$ cat config.mk
export PLATFORM = sky130hd
export DESIGN_NAME = serial_comparer_flat
export DESIGN_NICKNAME = d
export VERILOG_FILES = /design/src/rtl/serial_comparer_if.sv /design/src/rtl/serial_comparer.sv /design/src/flat_wrapper.sv
export SDC_FILE = /design/constraint.sdc
export NUM_CORES = 1
export LEC_CHECK = 0
export ABC_AREA = 0
export BUFFER_PORTS_ARGS = -buffer_cell sky130_fd_sc_hd__buf_2
export CAP_MARGIN = 5
export CORE_ASPECT_RATIO = 1.4
export CORE_MARGIN = 8
export CORE_UTILIZATION = 55
export CTS_CLUSTER_SIZE = 8
export DETAILED_ROUTE_END_ITERATION = 12
export PLACE_DENSITY_LB_ADDON = 0.1
export SLEW_MARGIN = 20
export SYNTH_ARGS = -nofsm -noshare
export SYNTH_HDL_FRONTEND = slang
export SYNTH_SLANG_ARGS = --single-unit
$ cat constraint.sdc
create_clock -name i_Clock -period 7.7 [get_ports i_Clock]
set_input_delay 0.77 -clock i_Clock [delete_from_list [all_inputs] [get_ports i_Clock]]
set_output_delay 0.77 -clock i_Clock [all_outputs]
set_load 0.01 [all_outputs]
$ cat src/rtl/serial_comparer_if.sv
// Handshake bundle for serial_comparer: operand request channel and result channel.
interface serial_comparer_if #(
    parameter int WIDTH = 64
);
    logic             i_Valid;
    logic             o_Ready;
    logic [WIDTH-1:0] i_InputA;
    logic [WIDTH-1:0] i_InputB;
    logic             i_Unsigned;
    logic             o_Valid;
    logic             i_Ready;
    logic             o_EQ;
    logic             o_GT;
    logic             o_LT;

    // The comparer side.
    modport slave (
        input  i_Valid, i_InputA, i_InputB, i_Unsigned, i_Ready,
        output o_Ready, o_Valid, o_EQ, o_GT, o_LT
    );

    // The requester / consumer side.
    modport master (
        output i_Valid, i_InputA, i_InputB, i_Unsigned, i_Ready,
        input  o_Ready, o_Valid, o_EQ, o_GT, o_LT
    );
endinterface

$ cat src/rtl/serial_comparer.sv
// Multi-cycle magnitude comparer: walks the operands CHUNK bits per cycle from
// the most significant chunk down and returns registered EQ/GT/LT flags.
module serial_comparer #(
    parameter int WIDTH      = 64,
    parameter int CHUNK      = 16,
    parameter int EARLY_EXIT = 1
) (
    input  logic             i_Clock,
    input  logic             i_Reset,
    serial_comparer_if.slave bus
);

    localparam int N  = WIDTH / CHUNK;
    localparam int KW = (N > 1) ? $clog2(N) : 1;

    generate
        if ((CHUNK < 1) || (WIDTH % CHUNK != 0)) begin : g_bad_chunk
            $error("serial_comparer: WIDTH must be a positive multiple of CHUNK");
        end
    endgenerate

    typedef enum logic [1:0] {
        IDLE    = 2'd0,
        COMPARE = 2'd1,
        RESULT  = 2'd2
    } state_t;

    state_t           state_q;
    logic [WIDTH-1:0] a_q;
    logic [WIDTH-1:0] b_q;
    logic             unsigned_q;
    logic [KW-1:0]    k_q;
    logic             found_q;
    logic             rec_gt_q;
    logic             rec_lt_q;
    logic             ready_q;
    logic             valid_q;
    logic             eq_q;
    logic             gt_q;
    logic             lt_q;

    logic [CHUNK-1:0]   chunk_a_d;
    logic [CHUNK-1:0]   chunk_b_d;
    logic               top_signed_d;
    logic signed [CHUNK:0] ext_a_d;
    logic signed [CHUNK:0] ext_b_d;
    logic               chunk_gt_d;
    logic               chunk_lt_d;
    logic               differ_d;
    logic               done_d;
    logic               res_gt_d;
    logic               res_lt_d;
    logic               accept_d;

    assign accept_d = (state_q == IDLE) && bus.i_Valid && ready_q;

    // Select chunk k, compare it (sign-extended only for the top chunk in signed
    // mode), and decide whether this cycle finishes the scan.
    always_comb begin
        chunk_a_d = a_q[CHUNK-1:0];
        chunk_b_d = b_q[CHUNK-1:0];
        for (int i = 1; i < N; i++) begin
            if (k_q == KW'(i)) begin
                chunk_a_d = a_q[i*CHUNK +: CHUNK];
                chunk_b_d = b_q[i*CHUNK +: CHUNK];
            end
        end
        top_signed_d = (k_q == KW'(N-1)) && !unsigned_q;
        ext_a_d      = {top_signed_d & chunk_a_d[CHUNK-1], chunk_a_d};
        ext_b_d      = {top_signed_d & chunk_b_d[CHUNK-1], chunk_b_d};
        chunk_gt_d   = (ext_a_d > ext_b_d);
        chunk_lt_d   = (ext_a_d < ext_b_d);
        differ_d     = chunk_gt_d | chunk_lt_d;
        done_d       = (k_q == '0) || ((EARLY_EXIT != 0) && differ_d);
        // The first differing chunk decides; a recorded one wins over the current.
        res_gt_d     = found_q ? rec_gt_q : chunk_gt_d;
        res_lt_d     = found_q ? rec_lt_q : chunk_lt_d;
    end

    // Operand capture on the accept edge only; later input changes are ignored.
    always_ff @(posedge i_Clock) begin
        if (accept_d) begin
            a_q        <= bus.i_InputA;
            b_q        <= bus.i_InputB;
            unsigned_q <= bus.i_Unsigned;
        end
    end

    // Control FSM with registered handshake and result flags.
    always_ff @(posedge i_Clock or negedge i_Reset) begin
        if (!i_Reset) begin
            state_q  <= IDLE;
            k_q      <= '0;
            found_q  <= 1'b0;
            rec_gt_q <= 1'b0;
            rec_lt_q <= 1'b0;
            ready_q  <= 1'b1;
            valid_q  <= 1'b0;
            eq_q     <= 1'b0;
            gt_q     <= 1'b0;
            lt_q     <= 1'b0;
        end else begin
            case (state_q)
                IDLE: begin
                    if (accept_d) begin
                        state_q <= COMPARE;
                        ready_q <= 1'b0;
                        k_q     <= KW'(N-1);
                        found_q <= 1'b0;
                    end
                end
                COMPARE: begin
                    if (done_d) begin
                        state_q <= RESULT;
                        valid_q <= 1'b1;
                        gt_q    <= res_gt_d;
                        lt_q    <= res_lt_d;
                        eq_q    <= !(res_gt_d || res_lt_d);
                    end else begin
                        k_q <= k_q - 1'b1;
                        if (differ_d && !found_q) begin
                            found_q  <= 1'b1;
                            rec_gt_q <= chunk_gt_d;
                            rec_lt_q <= chunk_lt_d;
                        end
                    end
                end
                RESULT: begin
                    if (bus.i_Ready) begin
                        state_q <= IDLE;
                        valid_q <= 1'b0;
                        eq_q    <= 1'b0;
                        gt_q    <= 1'b0;
                        lt_q    <= 1'b0;
                        ready_q <= 1'b1;
                    end
                end
                default: begin
                    state_q <= IDLE;
                    ready_q <= 1'b1;
                    valid_q <= 1'b0;
                end
            endcase
        end
    end

    assign bus.o_Ready = ready_q;
    assign bus.o_Valid = valid_q;
    assign bus.o_EQ    = eq_q;
    assign bus.o_GT    = gt_q;
    assign bus.o_LT    = lt_q;

endmodule

$ cat src/flat_wrapper.sv
// flat-port wrapper written by rule: the top's interface ports become plain ports
module serial_comparer_flat 
#(
    parameter int WIDTH      = 64,
    parameter int CHUNK      = 16,
    parameter int EARLY_EXIT = 1
)
  (i_Clock, i_Reset, bus_i_Valid, bus_i_InputA, bus_i_InputB, bus_i_Unsigned, bus_i_Ready, bus_o_Ready, bus_o_Valid, bus_o_EQ, bus_o_GT, bus_o_LT);
  serial_comparer_if #(.WIDTH(WIDTH)) bus_i ();
  input  logic i_Clock;
  input  logic i_Reset;
  input wire logic [$bits(bus_i.i_Valid)-1:0] bus_i_Valid;
  input wire logic [$bits(bus_i.i_InputA)-1:0] bus_i_InputA;
  input wire logic [$bits(bus_i.i_InputB)-1:0] bus_i_InputB;
  input wire logic [$bits(bus_i.i_Unsigned)-1:0] bus_i_Unsigned;
  input wire logic [$bits(bus_i.i_Ready)-1:0] bus_i_Ready;
  output wire logic [$bits(bus_i.o_Ready)-1:0] bus_o_Ready;
  output wire logic [$bits(bus_i.o_Valid)-1:0] bus_o_Valid;
  output wire logic [$bits(bus_i.o_EQ)-1:0] bus_o_EQ;
  output wire logic [$bits(bus_i.o_GT)-1:0] bus_o_GT;
  output wire logic [$bits(bus_i.o_LT)-1:0] bus_o_LT;
  assign bus_i.i_Valid = bus_i_Valid;
  assign bus_i.i_InputA = bus_i_InputA;
  assign bus_i.i_InputB = bus_i_InputB;
  assign bus_i.i_Unsigned = bus_i_Unsigned;
  assign bus_i.i_Ready = bus_i_Ready;
  assign bus_o_Ready = bus_i.o_Ready;
  assign bus_o_Valid = bus_i.o_Valid;
  assign bus_o_EQ = bus_i.o_EQ;
  assign bus_o_GT = bus_i.o_GT;
  assign bus_o_LT = bus_i.o_LT;
  serial_comparer #(.WIDTH(WIDTH), .CHUNK(CHUNK), .EARLY_EXIT(EARLY_EXIT)) u_core (.i_Clock(i_Clock), .i_Reset(i_Reset), .bus(bus_i));
endmodule
### After elaboration in Yosys (flattened, before gate mapping)

Index checks and enable logic that the tools add are counted.
Widths: inputs -> output; s select.

* mux-type cells: 30
* shift operators: 0
* $lt $le $gt $ge: 2
* eq/ne operators: 10
* reductions and logical operators: 20
* add/subtract/negate cells: 1
* bitwise logic cells: 6
* divide/modulo/power cells: 0
* multiply operators: 0

Operators with widths (count)
* $mux 16: 6
* $reduce_and 3->1: 6
* $gt 17x17->1: 1
* $lt 17x17->1: 1
* $mux 1: 11
* $mux 2: 5
* $pmux 1 s2: 4
* $eq 2x2->1 const B: 3
* $ne 2x1->1 const B: 3
* $pmux 1 s3: 2
* $pmux 2 s3: 1
* $eq 2x1->1 const B: 2
* $logic_and 1x1->1: 4
* $logic_not 2->1: 2
* $ne 2x2->1 const B: 2
* $pmux 2 s2: 1
* $reduce_and 4->1: 1
* $reduce_bool 2->1: 2
* $logic_not 1->1: 3
* $not 1->1: 3
* $and 1x1->1: 2
* $logic_or 1x1->1: 2
* $sub 2x1->2 const B: 1
* $or 1x1->1: 1

* output and inout bits: 5
* memories: 0
* bits in writable memories: 0
* word-level logic and storage cells: 82
* register bits: 141
* bits in latches: 0
* input bits: 133
* ROM bits: 0

### Longest topological paths before layout

Gate-level depths: netlist (run 1).

* word-level depth: 11
* mapped depth: 16
* gate-level depth less buffers: 14

### Least setup slack after synthesis (run 1)

No wires, ideal clock.

* path kind: input port to flip-flop
* from: in bus_i_Valid
* to: reg u_core.a_q[0], enable pin
* library setup time: 539 ps
* stages: 2
* path slack: 2669 ps
* path buffers: 1
* data arrival time: 4492 ps
* cells stage by stage: and3_1 clkbuf_1

* word-level cells in the longest chain between the ends: 2

RTL lines
* start, declared: line flat_wrapper.sv:12 `input wire logic [$bits(bus_i.i_Valid)-1:0] bus_i_Valid;`
* $logic_and 1x1->1 (2 in series): line serial_comparer.sv:55 `assign accept_d = (state_q == IDLE) && bus.i_Valid && ready_q;`
* named net u_core.accept_d: line serial_comparer.sv:53 `logic accept_d;`
* end signal, assigned: line serial_comparer.sv:83 `a_q <= bus.i_InputA;`
* end, declared: line serial_comparer.sv:29 `logic [WIDTH-1:0] a_q;`

The timed path passes the listed nets, and every way through them passes these cells.
A chain may end at the register's enable or synchronous reset.

### Worst setup path after layout (run 1)

* from: reg u_core.k_q[1]
* to: reg u_core.gt_q, in the netlist u_core.bus.o_GT

* word-level cells in the longest chain between the ends: 10
* elaborated cells on any way between the ends: 22
* classes of those cells: order compare: 2; eq/ne: 4; mux: 9; bitwise: 3; reduce/logical: 4

RTL lines
* start, declared: line serial_comparer.sv:32 `logic [KW-1:0] k_q;`
* start signal, assigned: line serial_comparer.sv:108 `k_q <= KW'(N-1);`
* start signal, assigned: line serial_comparer.sv:120 `k_q <= k_q - 1'b1;`
* $eq 2x1->1: line serial_comparer.sv:63 `if (k_q == KW'(i)) begin`
* $mux 16 (3 in series): line serial_comparer.sv:63
* $and 1x1->1 (on tied branches): line serial_comparer.sv:69, serial_comparer.sv:70
* $gt 17x17->1 or $lt 17x17->1 (tied branches): line serial_comparer.sv:71, serial_comparer.sv:72
* $or 1x1->1: line serial_comparer.sv:73 `differ_d = chunk_gt_d | chunk_lt_d;`
* $logic_or 1x1->1: line serial_comparer.sv:74 `done_d = (k_q == '0) || ((EARLY_EXIT != 0) && differ_d);`
* $ne 2x1->1 (no source line)
* $reduce_and 3->1 (no source line)
* end signal, assigned: line serial_comparer.sv:116 `gt_q <= res_gt_d;`
* end, declared: line serial_comparer.sv:39 `logic gt_q;`

Parallel ways exist; a longest one is shown, timed or not. The select of a mux whose other input is x is not followed.

==> results of run 1 <==
==> layer usage <==
metal  part of all wire  vias to the layer above
met5                  0                        -
met4              0.023                        0
met3              0.063                       20
met2               0.52                      107
met1               0.39                     1716
li1                   -                     1803
==> registers in the layout, indices dropped and copies added (netlist names), 2 cells and up <==
name and cells:
u_core.k_q 2, u_core.b_q 64, u_core.state_q 2, u_core.a_q 64
==> area by class of cell <==
type                    instances  share of cell area
multi-input cells             244              0.2213
clock buffers                  17             0.05883
repair buffers                138             0.09586
diodes                          1           0.0003461
well taps                     138             0.02388
clock inverters                15             0.01921
inverters                       6            0.003115
flip-flops and latches        141              0.5774
==> synthesized netlist by cell type, drive strengths merged, types with 2 or more instances <==
cell	count	area [µm²]
edfxtp	129	3874
nor2	56	210.2
a21oi	53	265.3
mux2i	36	360.4
nand2	26	97.59
ha	21	262.8
o21ai	18	90.08
clkbuf	13	48.80
dfrtp	11	275.3
buf	8	33.78
inv	6	22.52
a21o	4	30.03
nand3	3	15.01
nor3	3	15.01
and3b	2	21.27
nand3b	2	15.01
nor2b	2	12.51
==> worst max-delay path by stage <==
stage	startpoint	to	slack, ns	cells after the start
2_1_floorplan	bus_i_Valid	u_core.a_q[0]	2.67	2
3_3_place_gp	u_core.k_q[1]	u_core.bus.o_GT	3.70	14
3_5_place_dp	u_core.k_q[1]	u_core.bus.o_GT	3.61	14
4_1_cts	u_core.k_q[1]	u_core.k_q[1]	3.56	13
5_1_grt	u_core.k_q[1]	u_core.k_q[0]	3.65	13
6_report	u_core.k_q[1]	u_core.bus.o_GT	3.99	14
==> worst max-delay path, cell delays in order, from the launching register on <==
cell	delay (ns)
dfrtp_1	0.46
inv_1	0.14
ha_4	0.58
mux2i_1	0.27
nor2_1	0.08
a21oi_1	0.23
nor2_1	0.08
a21oi_1	0.17
ha_1	0.26
a21oi_1	0.18
o211ai_1	0.10
a211o_1	0.30
and3b_4	0.34
nor2_1	0.06
o32a_1	0.34
==> power by group through the flow <==
stage | combinational (mW) | sequential (mW) | clock (mW)
global placement | 0.473 | 0.870 | 0
detailed placement | 0.483 | 0.871 | 0
floorplan | 0.341 | 0.874 | 0
CTS | 0.487 | 0.856 | 0.777
global route | 0.544 | 0.859 | 0.807
finish | 0.481 | 0.858 | 0.767
==> kinds of logic after synthesis <==
family	count (synthesis)
compound gates	86
fa+ha+maj	21
buf+inv	27
flops	141
mux	36
simple gates	101
==> results.md, run 1 <==
- Asr flop ratio synth: 0.08511
- MaxCap Viol Count: 0
- Most common cell after layout, fill and taps aside: buf_2
- Drt pass-1 iters: 4
- Setup ws final: 3.990 ns
- Xor/xnor share of the synthesized area: 0
- Root buffer cell: clkbuf_16
- R2r startpoint: u_core.k_q[1]
- Post-synth top flop: edfxtp_1
- Post-synthesis adder-cell area fraction: 0.04501
- Fin nets: between 700 and 800
- Worst slew pin tran: ~0.9 ns
- Slew Limit Headroom: 0.3998
- Largest family of logic cells by synthesized area: compound AO/OA/AOI/OAI gates
- Starting Density: 0.5641
- CTS tree: yes
- DIE WIDTH: about 100 µm
- Crit end category: flop
- IO Port Bufs: between 100 and 150
- Net switching power: 607.2 µW
- Post-DP HPWL: 8.462 mm
- IO Count: 138
- Dpl cell area: 6644 µm²
- Final Setup Violations: 0
- Setup WS pre-CTS: 3.611 ns
- Reg2reg path depth: 14
- Cell Int Power: 1.498 mW
- M1 GR Usage: 0.1923
- CTS buffer count: 17
- Non-filler cells, final: 700
- Pins Over Slew Limit: 0
- Sw Ratio: 0.2884
- Hold Slack: roughly 0.22 ns
- Met2 Usage GRT: 0.3025
- Post-CTS Setup Bufs: 0
- Cell variety after synth: 39
- Part of the power in registers: 0.407
- Fmax: 0.2695 GHz
- Crit Path Max Fanout: 32
- Fin util: 0.6986
- Row cnt: 44
- Setup_tns: 0 ns
- Post-synthesis average cell area: 14.17 µm²
- Most frequent cells in the layout: buf_2 (137), edfxtp_1 (129), nor2_1 (56), a21oi_1 (53), mux2i_1 (36)
- First-pass GRT wire length: 18.57 mm
- Drt via density: around 5.2
- Initial DRC count: 159
- Die ar.: ~14000 µm²
- Seq cells post-synth: 141
- Routability cong.: ~0.82
- Routed wire length: 12.13 mm
- Htree depth: 4
- Sequential share of the synthesized area: 0.7152
- Synth Warn #: 0
- Multi-input gate area: 1600 µm²
- Outcome: finished, final reports clean
- Sequential Area: approximately 4200 µm²
- Grt met3 use: 0.05879
- Final Hold Viols: 0
- Min-delay worst type: input pin to async pin
- Core area: 10350 µm²
- Post-Syn Area: between 5000 and 6000 µm²
- Worst EP required: 8.00 ns
- Routed Antenna Nets: 0
- Share of synthesized area spent on multiplexers: 0.06172
- Die Y: between 100 and 150 µm
- Fill count: around 780
- Clock transition at the registers of the reported paths: 0.06 ns
- Period minus WS final: 3.710 ns
- CP startpoint kind: flop
- Placed Instances: between 600 and 700
- Post-synthesis instance total: 412
- GRT Total Usage: 0.1769
- Setup Skew: 0.007971 ns
- Flop2flop setup slack: 3.99 ns
- Avg WL per Cell: approximately 17 µm
- Part of the power in combinational logic: 0.229
- Total Power: between 2 and 2.5 mW
- Leakage dissipation: 2.804 nW
- Post-synth EDFFs: 129
- Crit share post-route: 0.4818
- DRC Markers: 0
- Critical R2R Capture: u_core.bus.o_GT
- Layout area overhead: 23.85%
- Pwr per Cell Area: 291.2 nW/µm²
- Post-Synth Simple-Gate Area: 0.07780
- Compound-Gate Fraction of Synth Area: 0.08230
- Initial antenna violation count: 1
- Cell area after layout: 7231 µm²
- Quantity of gates resized following cts: 0
- Grt peak-use layer: met2
- GR Overflow Total: 0
- CTS max path bufs: 2
- Share of cells above drive strength 1: 0.3191
- CP Class: flop to flop
- Largest net degree at the start of global routing: between 70 and 80
- CTS Sinks: 141
- Vias after detailed routing: 3646
- RSZ-0062 raised after global routing: false
- Clock share of power: 0.364
- Worst skew pair latency: 0.41 ns
- Post-synth net total: 566
- Worst vdd ir: 0.1560 mV
- Hold-fix buffers at CTS: 0
- Number of global-route vias before repair: ~3800
- WP data arrival: 4.01 ns
No activity file was read; power rests on OpenSTA's default activity.
==> inputs of run 2 (changes only) <==
- CORE_UTILIZATION: 55 -> 53
- clock period: 7.7 -> 3.6 ns (I/O delays scaled with it)
==> run 2 against run 1 <==
  * Register-to-register slack worse by 3.8 ns
  * Cell count up 1.3%
  * Via count rose by 1.9%
  * Fmax grew 9.2%
  * Hold slack lost 0.10 ns
  * Largest cell class unchanged
  * Non-clock buffer count rose by 7
==> results.md, run 2 (synthesis gave the netlist of run 1 again) <==
- Crit share post-route: 0.9437 (+0.4619)
- Setup Skew: 0.006109 ns (-0.001863 ns)
- CTS max path bufs: 2 (unchanged)
- Die ar.: 14680 µm² (+3.3%)
- Pins Over Slew Limit: 0 (unchanged)
- Fill count: 805 (+3.6%)
- CTS Sinks: 141 (unchanged)
- Vias after detailed routing: 3717 (+1.9%)
- Placed Instances: 676 (+1.3%)
- Met2 Usage GRT: 0.3066 (+0.004113)
- Initial antenna violation count: 1 (unchanged)
- Top Registers: u_core.a_q (64), u_core.b_q (64)
- Crit Path Max Fanout: 17 (-47%)
- Max stage delay on crit path: 0.42 ns (-0.16 ns)
- Htree depth: 4 (unchanged)
- Core area: 10810 µm² (+4.4%)
- GRT Total Usage: 0.1724 (-0.004487)
- Setup_tns: 0 ns (unchanged)
- Largest net degree at the start of global routing: 67 (-13%)
- Number of global-route vias before repair: 4088 (+7.8%)
- Drt via density: 5.243 (+0.65%)
- Outcome: finished, final reports clean
- Routed Antenna Nets: 0 (unchanged)
- Final Hold Viols: 0 (unchanged)
- Min-delay worst type: input pin to flop
- First-pass GRT wire length: 19.57 mm (+5.4%)
- Fmax: 0.2943 GHz (+9.2%)
- Pwr per Cell Area: 637.7 nW/µm² (+120%)
- Most used cell, CP: nor2_1
- Avg WL per Cell: 17.69 µm (+2.1%)
- MaxCap Viol Count: 0 (unchanged)
- Cell family with the largest share of critical-path delay: compound AO/OA/AOI/OAI gates
- Worst EP required: 3.89 ns (-4.11 ns)
- Hold Slack: 0.1208 ns (-0.1007 ns)
- DRC Markers: 0 (unchanged)
- CTS tree: yes
- GR Overflow Total: 0 (unchanged)
- Clock transition at the registers of the reported paths: 0.06 ns (about the same)
- Final Setup Violations: 0 (unchanged)
- Post-CTS Setup Bufs: 0 (unchanged)
- Most common cell after layout, fill and taps aside: buf_2
- Initial DRC count: 221 (+39%)
- CP startpoint kind: flop
- CP bufs+invs: 2 (+1)
- Non-filler cells, final: 709 (+1.3%)
- WP data arrival: 3.69 ns (-0.32 ns)
- Crit path cell chain: inv_1 -> ha_2 -> buf_12 -> mux2i_1 -> nor2_1 -> a21oi_1 -> nor2_1 -> a21oi_1 -> ha_1 -> nand4_2 -> o211ai_1 -> a211o_1 -> and3b_4 -> nor2_1 -> o32a_1
- Slew Limit Headroom: 0.6818 (+0.2820)
- Worst slew pin tran: 0.4772 ns (-0.4230 ns)
- IO Port Bufs: 137 (unchanged)
- Leakage dissipation: 2.872 nW (+2.4%)
- Routed wire length: 12.55 mm (+3.4%)
- Share of cells above drive strength 1: 0.3228 (+0.003678)
- CTS buffer count: 17 (unchanged)
- Root buffer cell: clkbuf_16
- Starting Density: 0.5400 (-0.02403)
- Fin nets: 709 (+1.0%)
- Grt peak-use layer: met2
- Fin util: 0.6822 (-0.01645)
- Die Y: 140.2 µm (+1.7%)
- Grt met3 use: 0.05739 (-0.001402)
- Cell area after layout: 7375 µm² (+2.0%)
- Routability cong.: 0.7814 (-4.2%)
- Drt pass-1 iters: 5 (+1)
- Worst skew pair latency: 0.41 ns (about the same)
- DIE WIDTH: 104.7 µm (+1.6%)
- CP Class: flop to flop
- M1 GR Usage: 0.1827 (-0.009637)
- Most frequent cells in the layout: buf_2 (137), edfxtp_1 (129), nor2_1 (56), a21oi_1 (53), mux2i_1 (36)
- Crit end category: flop
- Slowest-stage cell, CP: dfrtp_1
- Layout area overhead: 26.32%
- Row cnt: 45 (+2.3%)
- Dpl cell area: 6745 µm² (+1.5%)
- Post-DP HPWL: 8.811 mm (+4.1%)
- Period minus WS final: 3.397 ns (-0.3124 ns)
- Worst vdd ir: 0.4562 mV (+190%)
- RSZ-0062 raised after global routing: false
- IO Count: 138 (unchanged)
==> run 2: cell count changes in the layout (fill, tap and decap cells not counted), sizes merged <==
cell         previous run  this run
buf                   138       144
inv                    11         7
bufinv                  1         4
clkinv                  5         6
clkinvlp                4         3
dlygate4sd3             0         1
==> run 2: through the flow <==
stage / power [mW] / setup WS [ns]
after floorplan: 2.597 / 0.4391
after global placement: 2.916 / 0.2603
after detailed placement: 2.942 / 0.1373
after CTS: 4.728 / 0.09793
after global routing: 4.934 / 0.01056
final: 4.703 / 0.2025
==> run 2: final timing paths <==
check | start | end | slack (ns) | depth (start not counted)
setup reg to reg | u_core.k_q[1] | u_core.bus.o_GT | 0.20 | 15
setup / recovery | u_core.k_q[1] | u_core.bus.o_GT | 0.20 | 15
hold / removal | bus_i_InputA[27] | u_core.a_q[27] | 0.12 | 1
hold reg to reg | u_core.rec_lt_q | u_core.rec_lt_q | 0.41 | 0
min in group asynchronous | i_Reset | u_core.bus.o_EQ | 0.36 | 2
max in group asynchronous | i_Reset | u_core.bus.o_Ready | 2.97 | 2
==> run 2: final cells by class <==
type / instances / area (µm²) / area share
Antenna cell: 1 / 2.502 / 0.0003393
Clock buffer: 17 / 425.4 / 0.05769
Clock inverter: 14 / 175.2 / 0.02375
Inverter: 6 / 22.52 / 0.003054
Multi-Input combinational cell: 244 / 1587 / 0.2151
Sequential cell: 141 / 4175 / 0.5662
Tap cell: 141 / 176.4 / 0.02392
Timing Repair Buffer: 145 / 810.8 / 0.1099
==> run 2: layer usage <==
| layer | up-vias | part of all wire |
|---|---|---|
| li1 | 1815 | - |
| met1 | 1771 | 0.40 |
| met2 | 121 | 0.53 |
| met3 | 10 | 0.052 |
| met4 | 0 | 0.015 |
| met5 | - | 0 |
==> run 2: repair_timing <==
action,CTS,global route
endpoints found under the hold margin,11,0
hold buffers,1,0
gates resized for setup,0,3
endpoints found under the setup margin,0,8
==> run 2: power by group <==
| part | leakage [nW] | internal, mW | total, mW | switching, mW |
|---|---|---|---|---|
| combinational | 1.28 | 0.471 | 1.10 | 0.624 |
| clock | 0.283 | 1.14 | 1.78 | 0.635 |
| sequential | 1.31 | 1.81 | 1.83 | 0.0173 |
| total | 2.87 | 3.43 | 4.70 | 1.28 |
